--- src/rtl/i2c_slave_rx.sv ---
// Write-only I2C target: receives an address byte and data bytes, ACKs its own address
// and every data byte, and reports each completed byte with a one-clk rx_valid pulse.
module i2c_slave_rx #(
  parameter logic [6:0]  SLAVE_ADDR  = 7'h50,
  parameter int unsigned SYNC_STAGES = 2
) (
  input  logic       clk,
  input  logic       reset,
  input  logic       scl,
  input  logic       sda_in,
  output logic       sda_oe,
  output logic [7:0] rx_data,
  output logic       rx_valid,
  output logic       addressed,
  output logic       stop_det
);

  typedef enum logic [2:0] {
    StIdle, StAddr, StAddrAck, StData, StDataAck, StIgnore
  } state_e;

  logic [SYNC_STAGES-1:0] scl_sync_q, sda_sync_q;
  logic                   scl_hist_q, sda_hist_q;
  logic                   scl_s, sda_s;
  logic                   start_det, stop_ev, scl_rise, scl_fall;

  state_e     state_q, state_d;
  logic [2:0] cnt_q, cnt_d;
  logic [7:0] shift_q, shift_d;
  logic [7:0] rx_data_q, rx_data_d;
  logic       rx_valid_q, rx_valid_d;
  logic       addressed_q, addressed_d;
  logic       stop_det_q, stop_det_d;
  logic       sda_oe_q, sda_oe_d;
  logic       ack_drive_q, ack_drive_d;

  assign scl_s = scl_sync_q[SYNC_STAGES-1];
  assign sda_s = sda_sync_q[SYNC_STAGES-1];

  // Bus conditions are judged only from the last sync stage against its history flop.
  assign start_det = scl_s & sda_hist_q & ~sda_s;
  assign stop_ev   = scl_s & ~sda_hist_q & sda_s;
  assign scl_rise  = scl_s & ~scl_hist_q;
  assign scl_fall  = ~scl_s & scl_hist_q;

  always_comb begin
    state_d     = state_q;
    cnt_d       = cnt_q;
    shift_d     = shift_q;
    rx_data_d   = rx_data_q;
    rx_valid_d  = 1'b0;
    addressed_d = addressed_q;
    stop_det_d  = 1'b0;
    sda_oe_d    = sda_oe_q;
    ack_drive_d = ack_drive_q;

    if (stop_ev) begin
      state_d     = StIdle;
      sda_oe_d    = 1'b0;
      addressed_d = 1'b0;
      stop_det_d  = 1'b1;
      ack_drive_d = 1'b0;
    end else if (start_det) begin
      state_d     = StAddr;
      cnt_d       = 3'd0;
      shift_d     = 8'h00;
      sda_oe_d    = 1'b0;
      addressed_d = 1'b0;
      ack_drive_d = 1'b0;
    end else begin
      unique case (state_q)
        StAddr, StData: begin
          if (scl_rise) begin
            shift_d = {shift_q[6:0], sda_s};
            cnt_d   = cnt_q + 3'd1;
            if (cnt_q == 3'd7) begin
              if (state_q == StData) begin
                rx_data_d  = shift_d;
                rx_valid_d = 1'b1;
                state_d    = StDataAck;
              end else if (shift_d[7:1] == SLAVE_ADDR && !shift_d[0]) begin
                addressed_d = 1'b1;
                state_d     = StAddrAck;
              end else begin
                state_d = StIgnore;
              end
            end
          end
        end
        StAddrAck, StDataAck: begin
          // First fall starts the ACK bit, second fall ends it.
          if (scl_fall) begin
            if (!ack_drive_q) begin
              sda_oe_d    = 1'b1;
              ack_drive_d = 1'b1;
            end else begin
              sda_oe_d    = 1'b0;
              ack_drive_d = 1'b0;
              state_d     = StData;
            end
          end
        end
        default: ;
      endcase
    end
  end

  always_ff @(posedge clk) begin
    if (reset) begin
      scl_sync_q  <= '1;
      sda_sync_q  <= '1;
      scl_hist_q  <= 1'b1;
      sda_hist_q  <= 1'b1;
      state_q     <= StIdle;
      cnt_q       <= 3'd0;
      shift_q     <= 8'h00;
      rx_data_q   <= 8'h00;
      rx_valid_q  <= 1'b0;
      addressed_q <= 1'b0;
      stop_det_q  <= 1'b0;
      sda_oe_q    <= 1'b0;
      ack_drive_q <= 1'b0;
    end else begin
      scl_sync_q  <= {scl_sync_q[SYNC_STAGES-2:0], scl};
      sda_sync_q  <= {sda_sync_q[SYNC_STAGES-2:0], sda_in};
      scl_hist_q  <= scl_s;
      sda_hist_q  <= sda_s;
      state_q     <= state_d;
      cnt_q       <= cnt_d;
      shift_q     <= shift_d;
      rx_data_q   <= rx_data_d;
      rx_valid_q  <= rx_valid_d;
      addressed_q <= addressed_d;
      stop_det_q  <= stop_det_d;
      sda_oe_q    <= sda_oe_d;
      ack_drive_q <= ack_drive_d;
    end
  end

  assign sda_oe    = sda_oe_q;
  assign rx_data   = rx_data_q;
  assign rx_valid  = rx_valid_q;
  assign addressed = addressed_q;
  assign stop_det  = stop_det_q;

endmodule

--- config.mk ---
export PLATFORM = sky130hd
export DESIGN_NAME = i2c_slave_rx
export DESIGN_NICKNAME = d
export VERILOG_FILES = /design/src/rtl/i2c_slave_rx.sv
export SDC_FILE = /design/constraint.sdc
export NUM_CORES = 1
export LEC_CHECK = 0
export ABC_AREA = 1
export BUFFER_PORTS_ARGS = -buffer_cell sky130_fd_sc_hd__buf_2
export CAP_MARGIN = 15
export CORE_MARGIN = 2
export CORE_UTILIZATION = 25
export CTS_BUF_LIST = sky130_fd_sc_hd__clkbuf_4 sky130_fd_sc_hd__clkbuf_8 sky130_fd_sc_hd__clkbuf_16
export DETAILED_ROUTE_END_ITERATION = 10
export GPL_TIMING_DRIVEN = 0
export PLACE_DENSITY = 0.39
export SLEW_MARGIN = 15
export SYNTH_ARGS = -nofsm -noshare
export SYNTH_HDL_FRONTEND = slang
export SYNTH_SLANG_ARGS = --single-unit
--- constraint.sdc ---
create_clock -name clk -period 1.79 [get_ports clk]
set_clock_uncertainty 0.05 [all_clocks]
set_input_delay 0.0895 -clock clk [delete_from_list [all_inputs] [get_ports clk]]
set_output_delay 0.0895 -clock clk [all_outputs]
set_load 0.1 [all_outputs]
Word-level counts from Yosys, hierarchy flattened
Cells that the tools add are included.
{"block": "word_totals", "regBits": 31, "output_inout_bits": 12}
{"block": "op_classes", "n_bitwise": 16, "eq_ne": 14, "n_reduce_logical": 17, "n_addsub": 1, "muxes": 17}
{"operator": "$mux 3", "n": 9}
{"operator": "$mux 7", "n": 3}
{"operator": "$reduce_and 5->1", "n": 3}
{"operator": "$ne 3x3->1 const B", "n": 4}
{"operator": "$not 1->1", "n": 10}
{"operator": "$ne 2x2->1 const B", "n": 4}
{"operator": "$eq 7x7->1 const B", "n": 1}
{"operator": "$and 1x1->1", "n": 6}
{"operator": "$eq 3x2->1 const B", "n": 2}
{"operator": "$eq 3x3->1 const B", "n": 2}
{"operator": "$pmux 3 s2", "n": 1}
{"operator": "$reduce_and 6->1", "n": 1}
{"operator": "$reduce_bool 2->1", "n": 3}
{"operator": "$reduce_or 2->1", "n": 3}
{"operator": "$reduce_or 6->1", "n": 1}
{"operator": "$mux 1", "n": 4}
{"operator": "$add 3x1->3 const B", "n": 1}
{"operator": "$eq 3x1->1 const B", "n": 1}
{"operator": "$reduce_and 3->1", "n": 1}
{"operator": "$reduce_bool 3->1", "n": 1}
{"operator": "$reduce_or 3->1", "n": 1}
{"operator": "$reduce_and 2->1", "n": 1}
{"operator": "$logic_and 1x1->1", "n": 1}
{"operator": "$logic_not 1->1", "n": 1}

Depth between registers and ports, before layout
Gate-level depths: netlist of run 1.
{"block": "logic_depth", "depth_word": 8, "depth_mapped": 10, "ltp_nobuf": 10}

Worst setup path after synthesis of run 1
Ideal clock, no wire load.
{"block": "synth_timing", "path_type": "flip-flop to flip-flop", "startpoint": "reg ack_drive_q", "endpoint": "reg state_q[0]", "setup_slack_ps": 153, "arrival_time_ps": 1467, "path_stages_with_launch": 6, "cell_sequence": "dfxtp_1 nand4_1 nand2_1 nand3_1 nand2_1 a21oi_1"}
{"block": "synth_via", "elab_chain_cells": 2}
{"element": "from (decl)", "line_no": "35", "rtl": "logic ack_drive_q, ack_drive_d;"}
{"element": "from (signal assigned)", "line_no": "136", "rtl": "ack_drive_q <= ack_drive_d;"}
{"element": "$ne 3x3->1 (no line)"}
{"element": "$reduce_and 5->1 (no line)"}
{"element": "to (signal assigned)", "line_no": "114", "rtl": "state_q <= StIdle;"}
{"element": "to (signal assigned)", "line_no": "128", "rtl": "state_q <= state_d;"}
{"element": "to (decl)", "line_no": "27", "rtl": "state_e state_q, state_d;"}
Every way passes these cells.
A chain may end at the register's enable or synchronous reset.

Worst setup path after layout of run 1
{"block": "layout_timing", "startpoint": "reg cnt_q[0]", "endpoint": "reg rx_data_q[0] (netlist: rx_data[0])"}
{"block": "layout_via", "elab_chain_cells": 2}
{"element": "from (decl)", "line_no": "28", "rtl": "logic [2:0] cnt_q, cnt_d;"}
{"element": "from (signal assigned)", "line_no": "129", "rtl": "cnt_q <= cnt_d;"}
{"element": "$eq 3x3->1", "line_no": "76", "rtl": "if (cnt_q == 3'd7) begin"}
{"element": "$reduce_and 6->1 (no line)"}
{"element": "to (signal assigned)", "line_no": "131", "rtl": "rx_data_q <= rx_data_d;"}
{"element": "to (decl)", "line_no": "30", "rtl": "logic [7:0] rx_data_q, rx_data_d;"}
Every way passes these cells.

==> run metrics, run 1 <==
status=finished, final reports clean; Async S/R FF share, synth=0%; clk slew on worst S/H paths=0.07 ns; commonest cells in the synthesized netlist=nand2_1 (36), dfxtp_1 (31), nor2_1 (30); Pre-antenna DRT Iters=4; Crit. End Element=flip-flop; Worst EP arrival=1.67 ns; Tightest Hold Check Type=input pin to flip-flop; Ys Warns=0; number of fill cells=531; dominant synthesized flop cell=dfxtp_1; die area=0.00578 mm2; HPWL Detailed=1980 um; CP max-delay cell=dfxtp_1; root buffer cell=clkbuf_8; Die X=76.0 um; core region area=0.00504 mm2; worst slack at placement=0.225 ns; largest net degree at the start of global routing=11; Worst Hold Launch=reset; post-route core utilization=32.1%; Critical R2R Launch=cnt_q[0]$_SDFFE_PP0P_; worst-path maximum fanout=9; Area growth, synth to finish=24.6%; f_max=0.649 GHz; GRT Total Usage=10.2%; Routed WL=2640 um; clk buf depth=2; routability-driven placement congestion ratio=0.823; Initial Util=25.7%; CP dominant cell by count=ha_1; Synth area leaders=dfxtp_1 (48%), nand2_1 (10%), nor2_1 (8.7%), a21oi_1 (5.0%), nand2_4 (4.3%); Cell Rows=26; Sink Count=31; Final Max Tran Viols=0; first-pass GRT wire length=4680 um; total gr overflow=0; Post CTS Setup Buffer Count=0; DR iter-0 viols=23; IO Count=16; n_diodes=0; sequential power share=44.1%; Mean Syn Cell Area=8.06 um2; # resized after CTS=0; startpoint types=flip-flop; Tmin final=1.54 ns; Mapped Nets=167; via count=1,050; post-synth design cell area=0.00130 mm2; Slew @ Worst Pin=0.487 ns; CTS tree=built; Post-synth EDFFs=0; synthesized flop and latch total=31; final worst-path cycle share=86.1%; clk_lat worst skew=0.28 ns; sequential area share after synthesis=47.8%; most frequent cell after synthesis=nand2_1; leakage dissipation=0.702 nW; Antenna Violating Nets Remaining=0; worst path bufs/invs=1; critical path, cell by cell=ha_1 > ha_1 > inv_1 > nor3_4 > nand3_4 > o21ai_0 > nor2_1; CTS H-tree depth=2; storage element area=621 um2; Gate power share=3.8%; pwr/cell area=991 mW/mm2; final setup vio count=0; wire per inst=10.3 um; Final #Nets=191; crit path from=cnt_q[0]$_SDFFE_PP0P_; Yosys cell types=24; area leader, netlist=dfxtp_1; Sw Pwr=0.000311 W; Hold Violations, Final=0; Die Span Y=76.0 um; critical path type=flip-flop to flip-flop; sw frac=19.4%; fin area=0.00162 mm2; PortBufs=15; required time of the critical path=1.92 ns; area of the multi-input gates=617 um2; share of layout cells above drive strength 1=24.7%; CP peak stage delay=0.35 ns; Clk pwr share=52.1%; antenna violations before repair=0; Post-route DRC=0; setup TNS=0 ns; Syn Inst Count=161; crit-path leading delay family=simple AND/OR/NAND/NOR gates; total of max-cap violations=0; Total Power=0.00160 W; area share of the largest cell type after synthesis=47.8%; TritonCTS buffer count=5; peak supply drop=0.423 mV; slew margin rel.=67.5%; cell internal pwr=0.00129 W; setup ws final=0.250 ns; RSZ-0062 raised after global routing=no; via/cell ratio=4.10; vias in the first global route=1,031; Area after DPL=0.00146 mm2
[sequential cells by signal (all words and copies together), names as in the netlist]
register,cells
ack_drive_q,1
addressed,1
cnt_q,3
rx_data,8
rx_valid,1
scl_hist_q,1
scl_sync_q,2
sda_hist_q,1
sda_sync_q,2
shift_q,7
state_q,3
stop_det,1
[final timing paths]
kind / endpoint / slack (ns) / cells after the start
setup reg to reg: rx_data[0]$_SDFFE_PP0P_ / 0.25 / 7
hold / removal: sda_sync_q[0]$_SDFF_PP1_ / 0.04 / 2
hold reg to reg: scl_sync_q[1]$_SDFF_PP1_ / 0.37 / 1
setup / recovery: rx_data[0]$_SDFFE_PP0P_ / 0.25 / 7
[cells in the final DEF, fill, tap and decap left out, types with 2 or more instances in the layout]
master	n
a21oi_1	13
nand2_4	5
dlygate4sd3_1	2
bufinv_16	2
nand3_4	2
buf_2	15
o21ai_0	9
clkbuf_1	2
ha_1	2
nor2_1	30
clkbuf_8	5
dfxtp_1	31
inv_1	9
nand3_1	2
or2_2	5
inv_2	2
nor3_1	2
nand2_2	2
nand2_1	36
[layer usage]
metal  share of wire (%)  up-vias  global-route usage [%]
met5                   0        -                       0
met4                 1.6        0                    3.82
met1                  46      469                    11.6
li1                    -      560                       -
met3                 4.7        6                    4.74
met2                  48       15                    16.9
[per-stage QoR]
| step | instances | hold WS, ns |
|---|---|---|
| 4_1_cts | 256 | 0.0428 |
| 6_report | 256 | 0.0372 |
| 2_1_floorplan | 161 | 0.143 |
| 3_3_place_gp | 246 | 0.221 |
| 3_5_place_dp | 246 | 0.226 |
| 5_1_grt | 256 | 0.0625 |
[repair_timing]
item	CTS	global route
setup endpoints to repair	0	0
endpoints found under the hold margin	2	0
hold buffers	2	0
[final cells by class]
| type | instances | share of cell area [%] |
|---|---|---|
| Inverter | 13 | 3.25 |
| Clock inverter | 2 | 3.72 |
| Tap cell | 70 | 5.42 |
| Buffer | 2 | 0.464 |
| Sequential cell | 31 | 38.4 |
| Timing Repair Buffer | 17 | 5.88 |
| Clock buffer | 6 | 4.72 |
| Multi-Input combinational cell | 115 | 38.2 |
[power groups by stage]
stage / Sequential, W / Combinational (W) / Clock, W
after global routing: 0.000707 / 0.0000699 / 0.000899
after detailed placement: 0.000722 / 0.0000594 / 0
after floorplan: 0.000722 / 0.0000422 / 0
after CTS: 0.000706 / 0.0000629 / 0.000855
final: 0.000706 / 0.0000614 / 0.000834
after global placement: 0.000722 / 0.0000585 / 0
[cells by family after synthesis]
logic type      count (synthesis)  synth area share [%]
fa+ha+maj                       2                  1.93
flops                          31                  47.8
simple gates                   90                  36.5
buf+inv                        15                  4.63
compound gates                 23                  9.16
[worst register-to-register path: stages (launching register included)]
cell and delay [ns]:
dfxtp_1 0.35, ha_1 0.16, ha_1 0.17, inv_1 0.08
nor3_4 0.21, nand3_4 0.14, o21ai_0 0.20, nor2_1 0.07
Power figures use the tool's default switching activity.
==> run 2: changes to the inputs <==
Settings changed: CORE_ASPECT_RATIO set to 0.6, CTS_BUF_LIST sky130_fd_sc_hd__clkbuf_4 sky130_fd_sc_hd__clkbuf_8 sky130_fd_sc_hd__clkbuf_16 to sky130_fd_sc_hd__clkbuf_8 sky130_fd_sc_hd__clkbuf_16.
==> run metrics, run 2 (same netlist as run 1, synthesis figures left out) <==
status=finished, final reports clean; post-route core utilization=31.7%; first-pass GRT wire length=4330 um; final setup vio count=0; max FFs per register=8; Final #Nets=191; Area after DPL=0.00146 mm2; Tmin final=1.58 ns; via count=1,049; Area growth, synth to finish=22.8%; Total Power=0.00148 W; root buffer cell=clkbuf_8; die area=0.00580 mm2; DR iter-0 viols=51; Slew @ Worst Pin=0.490 ns; Die Span Y=59.8 um; n_diodes=0; leakage dissipation=0.694 nW; Gate power share=4.2%; met3 GRT Util=4.44%; GRT Total Usage=10.1%; worst slack at placement=0.170 ns; commonest non-fill, non-tap cell in the layout=nand2_1; most crowded layer after global routing=met2; required time of the critical path=1.92 ns; cell internal pwr=0.00117 W; Die X=97.0 um; via/cell ratio=4.16; Antenna Violating Nets Remaining=0; share of layout cells above drive strength 1=24.7%; vias in the first global route=923; setup TNS=0 ns; HPWL Detailed=2010 um; Worst EP arrival=1.71 ns; peak supply drop=0.236 mV; worst-path maximum fanout=9; pwr/cell area=932 mW/mm2; CTS tree=built; commonest cells after routing, fill and taps aside=nand2_1 (36), dfxtp_1 (31), nor2_1 (30); critical path, cell by cell=ha_1 > ha_1 > inv_1 > nor3_4 > nand3_4 > o21ai_0 > nor2_1; RSZ-0062 raised after global routing=no; Sw Pwr=0.000315 W; fin area=0.00159 mm2; total gr overflow=0; setup ws final=0.209 ns; total of max-cap violations=0; Hold Violations, Final=0; met2 Track Usage GR=13.9%; CTS H-tree depth=2; critical path type=flip-flop to flip-flop; met1 Track Usage GR=13.0%; final worst-path cycle share=88.3%; routability-driven placement congestion ratio=0.796; CP dominant cell by count=ha_1; CP peak stage delay=0.35 ns; Post-route DRC=0; Sink Count=31; TritonCTS buffer count=5; IO Count=16; largest net degree at the start of global routing=11; slew margin rel.=67.5%; Routed WL=2690 um; antenna violations before repair=0; sw frac=21.2%; Crit. End Element=flip-flop; Final Max Tran Viols=0; CP max-delay cell=dfxtp_1; wire per inst=10.7 um; clk buf depth=2; sequential power share=47.6%; Initial Util=25.8%; clk_lat worst skew=0.28 ns; clk slew on worst S/H paths=0.07 ns; f_max=0.632 GHz; Pre-antenna DRT Iters=4; startpoint types=flip-flop; Cell Rows=20; Tightest Hold Check Type=input pin to flip-flop; core region area=0.00503 mm2; Clk pwr share=48.2%; PortBufs=15
[run 2: cell count changes in the layout (fill, tap and decap cells not counted), sizes merged]
| cell | previous run | this run |
|---|---|---|
| bufinv | 2 | 1 |
| clkinv | 1 | 2 |
[run 2: stage by stage]
stage	std cells	hold slack (ns)
2_1_floorplan	161	0.143
3_3_place_gp	242	0.221
3_5_place_dp	242	0.224
4_1_cts	252	0.0457
5_1_grt	252	0.0597
6_report	252	0.0533
[run 2: power groups by stage]
stage	sequential, W	combinational (W)	clock [W]
after CTS	0.000707	0.0000630	0.000742
after floorplan	0.000722	0.0000422	0
after detailed placement	0.000723	0.0000597	0
after global placement	0.000723	0.0000590	0
after global routing	0.000708	0.0000700	0.000783
final	0.000707	0.0000623	0.000715
[run 2: layout make-up]
| cell class | count | area [um2] |
|---|---|---|
| tap | 66 | 82.6 |
| inverter | 13 | 52.6 |
| multi-input combinational | 115 | 617 |
| timing repair buffer | 17 | 95.1 |
| clock inverter | 2 | 35.0 |
| fill | 556 | 3440 |
| sequential | 31 | 621 |
| clock buffer | 6 | 82.6 |
| buffer | 2 | 7.51 |
[run 2: critical path: cells and delay by family (launching register included)]
kind                     cells  cell delay [ns]
AO/OA/AOI/OAI                1             0.20
adder cells (fa/ha/maj)      2             0.37
buffers and inverters        1             0.10
flip-flops                   1             0.35
AND/OR/NAND/NOR              3             0.41
[run 2: final timing paths]
path	start	to	slack, ns	cells after the start
hold / removal	reset	scl_sync_q[0]$_SDFF_PP1_	0.05	2
setup / recovery	cnt_q[0]$_SDFFE_PP0P_	rx_data[3]$_SDFFE_PP0P_	0.21	7
hold reg to reg	scl_sync_q[0]$_SDFF_PP1_	scl_sync_q[1]$_SDFF_PP1_	0.37	1
setup reg to reg	cnt_q[0]$_SDFFE_PP0P_	rx_data[3]$_SDFFE_PP0P_	0.21	7
[run 2: timing repair]
item                                   in CTS  in global routing
buffers inserted                            0                  0
resized for setup                           0                  0
endpoints found under the hold margin       2                  0
hold buffers                                2                  0
[run 2: layer usage]
layer	up-vias	wire length [um]
li1	559	-
met1	464	1440
met2	22	1050
met3	4	157
met4	0	43
met5	-	0
==> run 3: changes to the inputs <==
Settings changed: ABC_AREA 1 to not set.
==> run metrics, run 3 <==
Hold Path Depth=3; Gate power share=4.3%; Die X=95.0 um; startpoint types=flip-flop; Hold Violations, Final=0; Yosys cell types=34; final setup vio count=0; n_diodes=0; Async S/R FF share, synth=0%; Antenna Violating Nets Remaining=0; area leader, netlist=dfxtp_1; sequential area share after synthesis=50.0%; Mapped Nets=130; HPWL Detailed=1770 um; sequential power share=56.7%; dominant synthesized flop cell=dfxtp_1; Worst EP arrival=1.77 ns; via/cell ratio=4.37; Post-route DRC=0; met2 WL=1010 um; total of max-cap violations=0; most frequent cell after synthesis=dfxtp_1; f_max=0.594 GHz; share of layout cells above drive strength 1=25.5%; Post-Synth Adder-Cell Area=2.02%; GRT Total Usage=9.97%; leakage dissipation=0.686 nW; commonest non-fill, non-tap cell in the layout=dfxtp_1; Worst R2R Setup Slack=0.11 ns; total gr overflow=0; clk buf depth=2; slew margin rel.=67.8%; Cell Rows=19; peak supply drop=0.248 mV; Reg2Reg Depth=6; post-route met1 wirelength=1310 um; Mean Syn Cell Area=10.0 um2; PortBufs=15; xor/xnor share of the synthesized area=2.72%; reg-to-reg endpoint=state_q[0]$_SDFFE_PP0P_; Ys Warns=0; critical path type=flip-flop to flip-flop; routed wl met3=123 um; pwr/cell area=808 mW/mm2; final worst-path cycle share=94.1%; commonest cells after routing, fill and taps aside=dfxtp_1 (29), nor2_1 (19), buf_2 (16), mux2i_1 (16), or2_2 (6); Tmin final=1.68 ns; TritonCTS buffer count=5; setup TNS=0 ns; worst slack at placement=-0.0435 ns; wire per inst=11.6 um; cell internal pwr=0.000971 W; vias in the first global route=837; area share of the largest cell type after synthesis=50.0%; worst-path maximum fanout=5; sw frac=21.5%; compound-gate portion of the synthesized area=8.87%; commonest cells in the synthesized netlist=dfxtp_1 (31), nor2_1 (19), mux2i_1 (16); setup ws final=0.106 ns; RSZ-0062 raised after global routing=yes; first-pass GRT wire length=4060 um; die area=0.00556 mm2; Post-Synth Simple-Gate Area=20.1%; Clk pwr share=39.0%; Sink Count=31; CTS tree=built; Pre-antenna DRT Iters=4; hold endpoint=ack_drive_q$_SDFFE_PP0P_; largest family of logic cells by synthesized area=simple AND/OR/NAND/NOR gates; Synth area leaders=dfxtp_1 (50%), mux2i_1 (13%), nor2_1 (5.7%), or2_2 (3.0%), ha_1 (2.0%); Post-synth EDFFs=0; Tightest Hold Check Type=input pin to flip-flop; DR top layer=met4; Area growth, synth to finish=23.5%; routability-driven placement congestion ratio=0.744; IO Count=16; core region area=0.00468 mm2; DR iter-0 viols=27; root buffer cell=clkbuf_8; Slew @ Worst Pin=0.484 ns; Final #Nets=156; status=finished, final reports clean; post-synth design cell area=0.00124 mm2; Initial Util=26.5%; mux cell area share after synthesis=12.9%; Routed WL=2460 um; antenna violations before repair=0; Syn Inst Count=124; max FFs per register=8; Sw Pwr=0.000266 W; Critical R2R Launch=cnt_q[0]$_SDFFE_PP0P_; synthesized flop and latch total=31; via count=926; clk slew on worst S/H paths=0.06 ns; Die Span Y=58.6 um; required time of the critical path=1.88 ns; CTS H-tree depth=2; Crit. End Element=flip-flop; largest net degree at the start of global routing=11; Final Max Tran Viols=0; Worst Hold Launch=reset; clk_lat worst skew=0.27 ns
run 3: cell types whose count changed after synthesis, sizes merged, moves of 3 or more:
cell,change
nand2,-39
mux2i,+16
nor2,-13
a21oi,-10
inv,-8
o21ai,-6
xor2,+3
run 3: routing by layer:
| layer | vias up | track usage [%] |
|---|---|---|
| li1 | 475 | - |
| met1 | 435 | 13.5 |
| met2 | 14 | 14.4 |
| met3 | 2 | 3.84 |
| met4 | 0 | 3.73 |
| met5 | - | 0 |
run 3: cell type report:
| type | instances | area [um2] |
|---|---|---|
| Clock buffer | 5 | 68.8 |
| Tap cell | 63 | 78.8 |
| Sequential cell | 31 | 623 |
| Inverter | 4 | 15.0 |
| Timing Repair Buffer | 19 | 123 |
| Buffer | 5 | 27.5 |
| Multi-Input combinational cell | 84 | 593 |
| Fill cell | 471 | 3150 |
| Clock inverter | 1 | 3.75 |
run 3: cell families after synthesis:
group,Yosys count
buf+inv,9
compound gates,16
xor+xnor,3
simple gates,47
flops,31
fa+ha+maj,2
mux,16
run 3: worst max path at each step:
stage | slack [ns] | end | start
CTS | 0.004 | rx_data[7]$_SDFFE_PP0P_ | cnt_q[0]$_SDFFE_PP0P_
global route | -0.02 | rx_data[7]$_SDFFE_PP0P_ | cnt_q[0]$_SDFFE_PP0P_
global placement | -0.04 | rx_data[5]$_SDFFE_PP0P_ | cnt_q[0]$_SDFFE_PP0P_
finish | 0.11 | state_q[0]$_SDFFE_PP0P_ | cnt_q[0]$_SDFFE_PP0P_
detailed placement | -0.04 | rx_data[7]$_SDFFE_PP0P_ | cnt_q[0]$_SDFFE_PP0P_
floorplan | 0.21 | rx_data[0]$_SDFFE_PP0P_ | cnt_q[0]$_SDFFE_PP0P_
run 3: power groups by stage:
stage	Sequential, W	Clock (W)	Combinational [W]
finish	0.000702	0.000482	0.0000534
detailed placement	0.000717	0	0.0000496
floorplan	0.000718	0	0.0000335
global placement	0.000717	0	0.0000495
global route	0.000702	0.000544	0.0000598
CTS	0.000702	0.000509	0.0000530
run 3: worst max-delay path, stage by stage (launching register included):
cell and delay, ns:
dfxtp_2 0.34, ha_1 0.15, ha_1 0.15, nand3b_1 0.10, or3_4 0.42, a311oi_2 0.27
a211oi_1 0.08
run 3: what timing repair did:
item	CTS	global route
hold endpoints to repair	2	0
setup buffers	0	2
endpoints found under the setup margin	8	18
gates resized for setup	0	4
pin swaps	1	3
hold buffers	2	0
run 3: per-stage QoR:
step / hold slack [ns] / cells / area, um2 / power, W / utilization (%)
floorplan: 0.143 / 124 / 1240 / 0.000752 / -
global placement: 0.224 / 202 / 1400 / 0.000767 / 29.8
detailed placement: 0.224 / 202 / 1400 / 0.000767 / 29.8
CTS: 0.0997 / 210 / 1490 / 0.00126 / 31.8
global route: 0.124 / 212 / 1530 / 0.00131 / 32.7
finish: 0.100 / 212 / 1530 / 0.00124 / 32.7
